===== src/rtl/hazard_scoreboard_if.sv =====
// Pipeline-to-hazard-unit signal bundle: D/E/M/W stage fields in, stall/flush/forward controls out.
// The master modport is the pipeline side and the slave modport is the hazard unit side.
interface hazard_scoreboard_if #(
    parameter int NREG = 32
);
    localparam int AW = $clog2(NREG);

    logic [AW-1:0] raddr1D;
    logic [AW-1:0] raddr2D;
    logic [AW-1:0] waddrD;
    logic          reg_wrD;
    logic          lu_startD;

    logic [AW-1:0] raddr1E;
    logic [AW-1:0] raddr2E;
    logic [AW-1:0] waddrE;
    logic          reg_wrE;
    logic [1:0]    wb_selE;
    logic          lu_startE;
    logic          br_takenE;

    logic [AW-1:0] waddrM;
    logic [AW-1:0] waddrW;
    logic          reg_wrM;
    logic          reg_wrW;

    logic          StallF;
    logic          StallD;
    logic          FlushD;
    logic          FlushE;
    logic [1:0]    forwardAE;
    logic [1:0]    forwardBE;
    logic          lu_busy;

    modport master (
        output raddr1D, raddr2D, waddrD, reg_wrD, lu_startD,
        output raddr1E, raddr2E, waddrE, reg_wrE, wb_selE, lu_startE, br_takenE,
        output waddrM, waddrW, reg_wrM, reg_wrW,
        input  StallF, StallD, FlushD, FlushE, forwardAE, forwardBE, lu_busy
    );

    modport slave (
        input  raddr1D, raddr2D, waddrD, reg_wrD, lu_startD,
        input  raddr1E, raddr2E, waddrE, reg_wrE, wb_selE, lu_startE, br_takenE,
        input  waddrM, waddrW, reg_wrM, reg_wrW,
        output StallF, StallD, FlushD, FlushE, forwardAE, forwardBE, lu_busy
    );
endinterface


===== src/rtl/hazard_scoreboard.sv =====
// Pipeline hazard unit: operand forwarding, load-use stall, branch flush and an optional
// long-latency (mul/div) scoreboard enabled by defining HAZARD_LU_SCOREBOARD_EN.
module hazard_scoreboard #(
    parameter int NREG   = 32,
    parameter int LU_LAT = 4
) (
    input  logic               clk,
    input  logic               rst,
    hazard_scoreboard_if.slave hif
);
    localparam int AW = $clog2(NREG);

    logic load_stall;
    logic sb_stall;
    logic stall;

    // M result wins over W; register 0 always reads the register file.
    function automatic logic [1:0] fwd_sel(
        input logic [AW-1:0] src,
        input logic [AW-1:0] wa_m,
        input logic          wr_m,
        input logic [AW-1:0] wa_w,
        input logic          wr_w
    );
        logic [1:0] sel;
        sel = 2'b01;
        if (src == '0)
            sel = 2'b01;
        else if (wr_m && (wa_m == src))
            sel = 2'b00;
        else if (wr_w && (wa_w == src))
            sel = 2'b10;
        return sel;
    endfunction

    assign hif.forwardAE = fwd_sel(hif.raddr1E, hif.waddrM, hif.reg_wrM, hif.waddrW, hif.reg_wrW);
    assign hif.forwardBE = fwd_sel(hif.raddr2E, hif.waddrM, hif.reg_wrM, hif.waddrW, hif.reg_wrW);

    assign load_stall = (hif.wb_selE == 2'b10) && hif.reg_wrE && (hif.waddrE != '0) &&
                        ((hif.raddr1D == hif.waddrE) || (hif.raddr2D == hif.waddrE));

`ifdef HAZARD_LU_SCOREBOARD_EN
    localparam int            CW       = $clog2(LU_LAT + 1);
    localparam logic [CW-1:0] LU_LAT_C = CW'(LU_LAT);

    logic [CW-1:0] cnt;
    logic [CW-1:0] cnt_next;
    logic [AW-1:0] lu_rd;
    logic [AW-1:0] lu_rd_next;
    logic          lu_busy_q;
    logic          busy;
    logic          issue;
    logic          hit_issue;
    logic          hit_busy;
    logic          unused_sb;

    assign unused_sb = ^{1'b0};
    assign issue     = hif.lu_startE & ~hif.br_takenE;
    assign busy      = (cnt != '0);

    // An issue in the cycle cnt reaches 1 reloads directly, so busy never drops between ops.
    always_comb begin
        cnt_next   = cnt;
        lu_rd_next = lu_rd;
        if (issue) begin
            cnt_next   = LU_LAT_C;
            lu_rd_next = hif.waddrE;
        end else if (busy) begin
            cnt_next = cnt - CW'(1);
        end
    end

    always_ff @(posedge clk) begin
        if (rst) begin
            cnt       <= '0;
            lu_rd     <= '0;
            lu_busy_q <= 1'b0;
        end else begin
            cnt       <= cnt_next;
            lu_rd     <= lu_rd_next;
            lu_busy_q <= (cnt_next != '0);
        end
    end

    assign hit_issue = issue && (hif.waddrE != '0) &&
                       ((hif.raddr1D == hif.waddrE) || (hif.raddr2D == hif.waddrE) ||
                        (hif.reg_wrD && (hif.waddrD == hif.waddrE)));
    assign hit_busy  = busy && (lu_rd != '0) &&
                       ((hif.raddr1D == lu_rd) || (hif.raddr2D == lu_rd) ||
                        (hif.reg_wrD && (hif.waddrD == lu_rd)));
    assign sb_stall  = hit_issue | hit_busy | (hif.lu_startD & (busy | hif.lu_startE));
    assign hif.lu_busy = lu_busy_q;
`else
    logic unused_sb;

    assign unused_sb   = ^{clk, hif.lu_startD, hif.lu_startE, hif.waddrD, hif.reg_wrD};
    assign sb_stall    = 1'b0;
    assign hif.lu_busy = 1'b0;
`endif

    assign stall = load_stall | sb_stall;

    // Branch overrides stall; reset masks the hold/bubble-D controls but not FlushE.
    always_comb begin
        hif.StallF = stall;
        hif.StallD = stall;
        hif.FlushE = stall;
        hif.FlushD = 1'b0;
        if (hif.br_takenE) begin
            hif.StallF = 1'b0;
            hif.StallD = 1'b0;
            hif.FlushD = 1'b1;
            hif.FlushE = 1'b1;
        end
        if (rst) begin
            hif.StallF = 1'b0;
            hif.StallD = 1'b0;
            hif.FlushD = 1'b0;
        end
    end
endmodule


===== src/flat_wrapper.sv =====
// flat-port wrapper written by rule: the top's interface ports become plain ports
module hazard_scoreboard_flat 
#(
    parameter int NREG   = 32,
    parameter int LU_LAT = 4
)
  (clk, rst, hif_raddr1D, hif_raddr2D, hif_waddrD, hif_reg_wrD, hif_lu_startD, hif_raddr1E, hif_raddr2E, hif_waddrE, hif_reg_wrE, hif_wb_selE, hif_lu_startE, hif_br_takenE, hif_waddrM, hif_waddrW, hif_reg_wrM, hif_reg_wrW, hif_StallF, hif_StallD, hif_FlushD, hif_FlushE, hif_forwardAE, hif_forwardBE, hif_lu_busy);
  hazard_scoreboard_if #(.NREG(NREG)) hif_i ();
  input  logic clk;
  input  logic rst;
  input wire logic [$bits(hif_i.raddr1D)-1:0] hif_raddr1D;
  input wire logic [$bits(hif_i.raddr2D)-1:0] hif_raddr2D;
  input wire logic [$bits(hif_i.waddrD)-1:0] hif_waddrD;
  input wire logic [$bits(hif_i.reg_wrD)-1:0] hif_reg_wrD;
  input wire logic [$bits(hif_i.lu_startD)-1:0] hif_lu_startD;
  input wire logic [$bits(hif_i.raddr1E)-1:0] hif_raddr1E;
  input wire logic [$bits(hif_i.raddr2E)-1:0] hif_raddr2E;
  input wire logic [$bits(hif_i.waddrE)-1:0] hif_waddrE;
  input wire logic [$bits(hif_i.reg_wrE)-1:0] hif_reg_wrE;
  input wire logic [$bits(hif_i.wb_selE)-1:0] hif_wb_selE;
  input wire logic [$bits(hif_i.lu_startE)-1:0] hif_lu_startE;
  input wire logic [$bits(hif_i.br_takenE)-1:0] hif_br_takenE;
  input wire logic [$bits(hif_i.waddrM)-1:0] hif_waddrM;
  input wire logic [$bits(hif_i.waddrW)-1:0] hif_waddrW;
  input wire logic [$bits(hif_i.reg_wrM)-1:0] hif_reg_wrM;
  input wire logic [$bits(hif_i.reg_wrW)-1:0] hif_reg_wrW;
  output wire logic [$bits(hif_i.StallF)-1:0] hif_StallF;
  output wire logic [$bits(hif_i.StallD)-1:0] hif_StallD;
  output wire logic [$bits(hif_i.FlushD)-1:0] hif_FlushD;
  output wire logic [$bits(hif_i.FlushE)-1:0] hif_FlushE;
  output wire logic [$bits(hif_i.forwardAE)-1:0] hif_forwardAE;
  output wire logic [$bits(hif_i.forwardBE)-1:0] hif_forwardBE;
  output wire logic [$bits(hif_i.lu_busy)-1:0] hif_lu_busy;
  assign hif_i.raddr1D = hif_raddr1D;
  assign hif_i.raddr2D = hif_raddr2D;
  assign hif_i.waddrD = hif_waddrD;
  assign hif_i.reg_wrD = hif_reg_wrD;
  assign hif_i.lu_startD = hif_lu_startD;
  assign hif_i.raddr1E = hif_raddr1E;
  assign hif_i.raddr2E = hif_raddr2E;
  assign hif_i.waddrE = hif_waddrE;
  assign hif_i.reg_wrE = hif_reg_wrE;
  assign hif_i.wb_selE = hif_wb_selE;
  assign hif_i.lu_startE = hif_lu_startE;
  assign hif_i.br_takenE = hif_br_takenE;
  assign hif_i.waddrM = hif_waddrM;
  assign hif_i.waddrW = hif_waddrW;
  assign hif_i.reg_wrM = hif_reg_wrM;
  assign hif_i.reg_wrW = hif_reg_wrW;
  assign hif_StallF = hif_i.StallF;
  assign hif_StallD = hif_i.StallD;
  assign hif_FlushD = hif_i.FlushD;
  assign hif_FlushE = hif_i.FlushE;
  assign hif_forwardAE = hif_i.forwardAE;
  assign hif_forwardBE = hif_i.forwardBE;
  assign hif_lu_busy = hif_i.lu_busy;
  hazard_scoreboard #(.NREG(NREG), .LU_LAT(LU_LAT)) u_core (.clk(clk), .rst(rst), .hif(hif_i));
endmodule

===== config.mk =====
export PLATFORM = sky130hd
export DESIGN_NAME = hazard_scoreboard_flat
export DESIGN_NICKNAME = d
export VERILOG_FILES = /design/src/rtl/hazard_scoreboard_if.sv /design/src/rtl/hazard_scoreboard.sv /design/src/flat_wrapper.sv
export SDC_FILE = /design/constraint.sdc
export NUM_CORES = 1
export LEC_CHECK = 0
export ABC_CLOCK_PERIOD_IN_PS = 2450
export CAP_MARGIN = 20
export CORE_MARGIN = 2
export CORE_UTILIZATION = 27
export DETAILED_ROUTE_END_ITERATION = 6
export PLACE_DENSITY = 0.91
export SLEW_MARGIN = 10
export SYNTH_ARGS = -nofsm -noshare
export SYNTH_HDL_FRONTEND = slang
export SYNTH_SLANG_ARGS = --single-unit
export TNS_END_PERCENT = 100

===== constraint.sdc =====
create_clock -name vclk -period 2.45
set_clock_uncertainty 0.2 [all_clocks]
set_input_delay 0.6125 -clock vclk [all_inputs]
set_output_delay 0.6125 -clock vclk [all_outputs]
set_load 0.02 [all_outputs]

==> impl_results.rst <==
.. list-table::
   :header-rows: 1

   * - Metric
     - Value
   * - Crit. Startpoint
     - hif_raddr2E[0]
   * - DRT iter0 DRCs
     - 9
   * - Fraction of the mapped netlist area in simple logic gates
     - 31.7%
   * - Final critical-path share of the clock period
     - 106%
   * - Aggregate routed wire length
     - 2130 µm
   * - Category of the most critical setup path
     - input port to primary output
   * - Overall routing resource usage
     - between 20% and 30%
   * - Port Buffers
     - 50
   * - Violated checks
     - setup timing
   * - Worst hold path stage count
     - 3
   * - Post-route cell area
     - about 1100 µm²
   * - Placer Congestion
     - a little over 0.8
   * - Post-CTS Hold Buffers
     - 0
   * - Hold WC Path Type
     - input port to primary output
   * - Result of the run
     - finished, violations left
   * - Number of global-route vias before repair
     - roughly 820
   * - Site Rows
     - 15
   * - Layout cell share with drive strength beyond 1
     - a little over half
   * - Count leader, synth
     - sky130_fd_sc_hd__xor2_1
   * - Max Clk Rate
     - roughly 390 MHz
   * - Number of antenna violations at the first check in global routing
     - 0
   * - Final critical path time including I/O delays and setup
     - between 2 and 3 ns
   * - Mean instance size in the synthesized netlist
     - between 7 and 8 µm²
   * - Dominant combinational cell family by area after synthesis
     - XOR/XNOR gates
   * - Static leakage power
     - 0.000507 µW
   * - P&R area growth vs syn
     - 134%
   * - Number of library cell types mapped by synthesis
     - 17
   * - Initial Utilization
     - between 20% and 30%
   * - Total core area
     - 1670 µm²
   * - Worst ir drop on vdd
     - about 76 µV
   * - Instance area at placement
     - 1040 µm²
   * - Total via count after detailed routing
     - ~700
   * - Leading post-synthesis cells by cell area
     - sky130_fd_sc_hd__xor2_1, sky130_fd_sc_hd__xnor2_1, sky130_fd_sc_hd__nor4_1, sky130_fd_sc_hd__and3_1, sky130_fd_sc_hd__nor3b_2
   * - Crit start category
     - input port
   * - XOR/XNOR share of the synthesized area
     - a little under three fifths
   * - Setup crit end kind
     - primary output
   * - Number of max-slew violations in the final report
     - 0
   * - Syn nets
     - approximately 110
   * - DRC violations left
     - 0
   * - CP Max Fanout
     - 3
   * - Share of the core filled with cells
     - 65.2%
   * - Setup Viol. Count Final
     - 7
   * - Post-synthesis mux area share
     - 0%
   * - Post-synthesis cell type with the largest combined area
     - sky130_fd_sc_hd__xor2_1
   * - Cell count after synthesis
     - around 60
   * - Smallest setup slack after layout
     - -0.144 ns
   * - Unrepaired setup endpoints after global routing
     - yes
   * - Arithmetic-cell share of the synthesized area counting full adders, half adders and majority gates
     - 0%
   * - Data required, critical path
     - ~1.6 ns
   * - DPL Wire Length
     - approximately 1600 µm
   * - Hold WS
     - 1.42 ns
   * - Vias per std cell
     - approximately 5.1
   * - Area share of the largest cell type after synthesis
     - about half
   * - Power per cell area
     - 153 nW/µm²
   * - Complex-gate fraction of the synthesized area
     - 7.80%
   * - Count of yosys warnings during synthesis
     - 0
   * - # clk buffers
     - 0
   * - Launch instance of the worst min-delay path
     - hif_raddr2E[1]
   * - Die Y
     - about 46 µm
   * - Maximum number of pins on one net before global-route repair
     - 5
   * - Filler Cells Inserted
     - 150
   * - Total number of sequential cells
     - 0
   * - Residual antenna-violating net count after detailed routing
     - 0
   * - Data arrival time of the worst path
     - about 1.8 ns
   * - Area enclosed by the die boundary
     - a little over 2000 µm²
   * - Total number of nets in the final design
     - approximately 170
   * - Worst hold endpoint
     - hif_forwardBE[0]
   * - Area of combinational cells with multiple inputs
     - around 550 µm²
   * - Detailed-route wire length per cell
     - around 15 µm
   * - Portion of the post-synthesis area used by sequential elements
     - 0%
   * - Antenna Diode Count
     - 0
   * - Pre-antenna DRT Iters
     - 4
   * - Total area of sequential cells
     - 0 µm²
   * - Global route total overflow
     - 0
   * - Num ports
     - 60
   * - Hold violation count in the final report
     - 0
   * - Number of maximum-capacitance violations
     - 0
   * - Die X
     - about 46 µm
   * - Wire length of the first global-routing pass
     - around 3200 µm
   * - Pre-CTS setup slack
     - -0.971 ns
   * - Top post-synthesis cells by count
     - sky130_fd_sc_hd__xor2_1, sky130_fd_sc_hd__nor2_1, sky130_fd_sc_hd__nor4_1, sky130_fd_sc_hd__and3_1, sky130_fd_sc_hd__xnor2_1
   * - Cell area after synthesis
     - roughly 470 µm²
==> power by group <==
group | internal, µW | total [µW] | leakage [µW] | switching [µW]
clock | 0 | 0 | 0 | 0
sequential | 0 | 0 | 0 | 0
combinational | 91.9 | 167 | 0.000507 | 75.1
==> through the flow <==
step | std cells | power [µW] | TNS (ns)
after global placement | 133 | 157 | -6.10
after global routing | 138 | 179 | -0.805
after detailed placement | 133 | 161 | -6.43
final | 138 | 167 | -0.479
after floorplan | 61 | 53.7 | -0.0138
after CTS | 137 | 153 | -0.380
==> how the worst max path moves through the flow <==
stage                       end  slack (ns)  depth (start not counted)
6_report       hif_forwardBE[1]       -0.14                          6
5_1_grt        hif_forwardBE[1]       -0.16                          6
4_1_cts        hif_forwardBE[1]       -0.13                          8
3_5_place_dp   hif_forwardBE[1]       -0.97                          6
3_3_place_gp   hif_forwardBE[1]       -0.89                          6
2_1_floorplan        hif_StallF       -0.01                          5
==> cells in the final DEF, fill, tap and decap left out, drive strengths merged <==
| cell | instances |
|---|---|
| o21ai | 1 |
| o21bai | 1 |
| nand2 | 1 |
| clkbuf | 3 |
| conb | 1 |
| and3 | 4 |
| or4 | 3 |
| clkdlybuf4s50 | 4 |
| buf | 43 |
| nor2 | 5 |
| nor2b | 1 |
| xnor2 | 4 |
| dlygate4sd2 | 10 |
| o22ai | 2 |
| xor2 | 26 |
| nor3b | 2 |
| nor4 | 5 |
| clkdlybuf4s15 | 2 |
| a22oi | 1 |
| nor3 | 2 |
==> worst max-delay path, cell delays in order <==
cell and delay, ns:
sky130_fd_sc_hd__buf_6 0.10, sky130_fd_sc_hd__xor2_1 0.16, sky130_fd_sc_hd__nor4_2 0.31, sky130_fd_sc_hd__and3_1 0.22
sky130_fd_sc_hd__nor3b_2 0.20, sky130_fd_sc_hd__buf_4 0.18
==> per-layer routing <==
metal | vias up | global-route usage [%] | wire length, µm
li1 | 331 | - | -
met5 | - | 0 | 0
met3 | 0 | 4.76 | 247
met4 | 0 | 4.12 | 0
met1 | 329 | 20.2 | 709
met2 | 50 | 44.2 | 1170
==> logic make-up (layout without fill, tap and decap cells) <==
| group | after synthesis | count (layout) |
|---|---|---|
| XOR/XNOR | 30 | 30 |
| AND/OR/NAND/NOR | 23 | 23 |
| AO/OA/AOI/OAI | 5 | 5 |
| buffers and inverters | 2 | 62 |
| other | 1 | 1 |
==> cell type report <==
type,count,share of cell area [%]
Multi-Input combinational cell,59,50.5
Tap cell,17,1.95
Timing Repair Buffer,62,47.5
==> timing repair <==
action | CTS | global route
gates resized for setup | 174 | 17
pin swaps | 34 | 11
endpoints found under the setup margin | 8 | 8
buffers inserted | 4 | 1
Note: power is estimated with default switching activity, not from simulation.
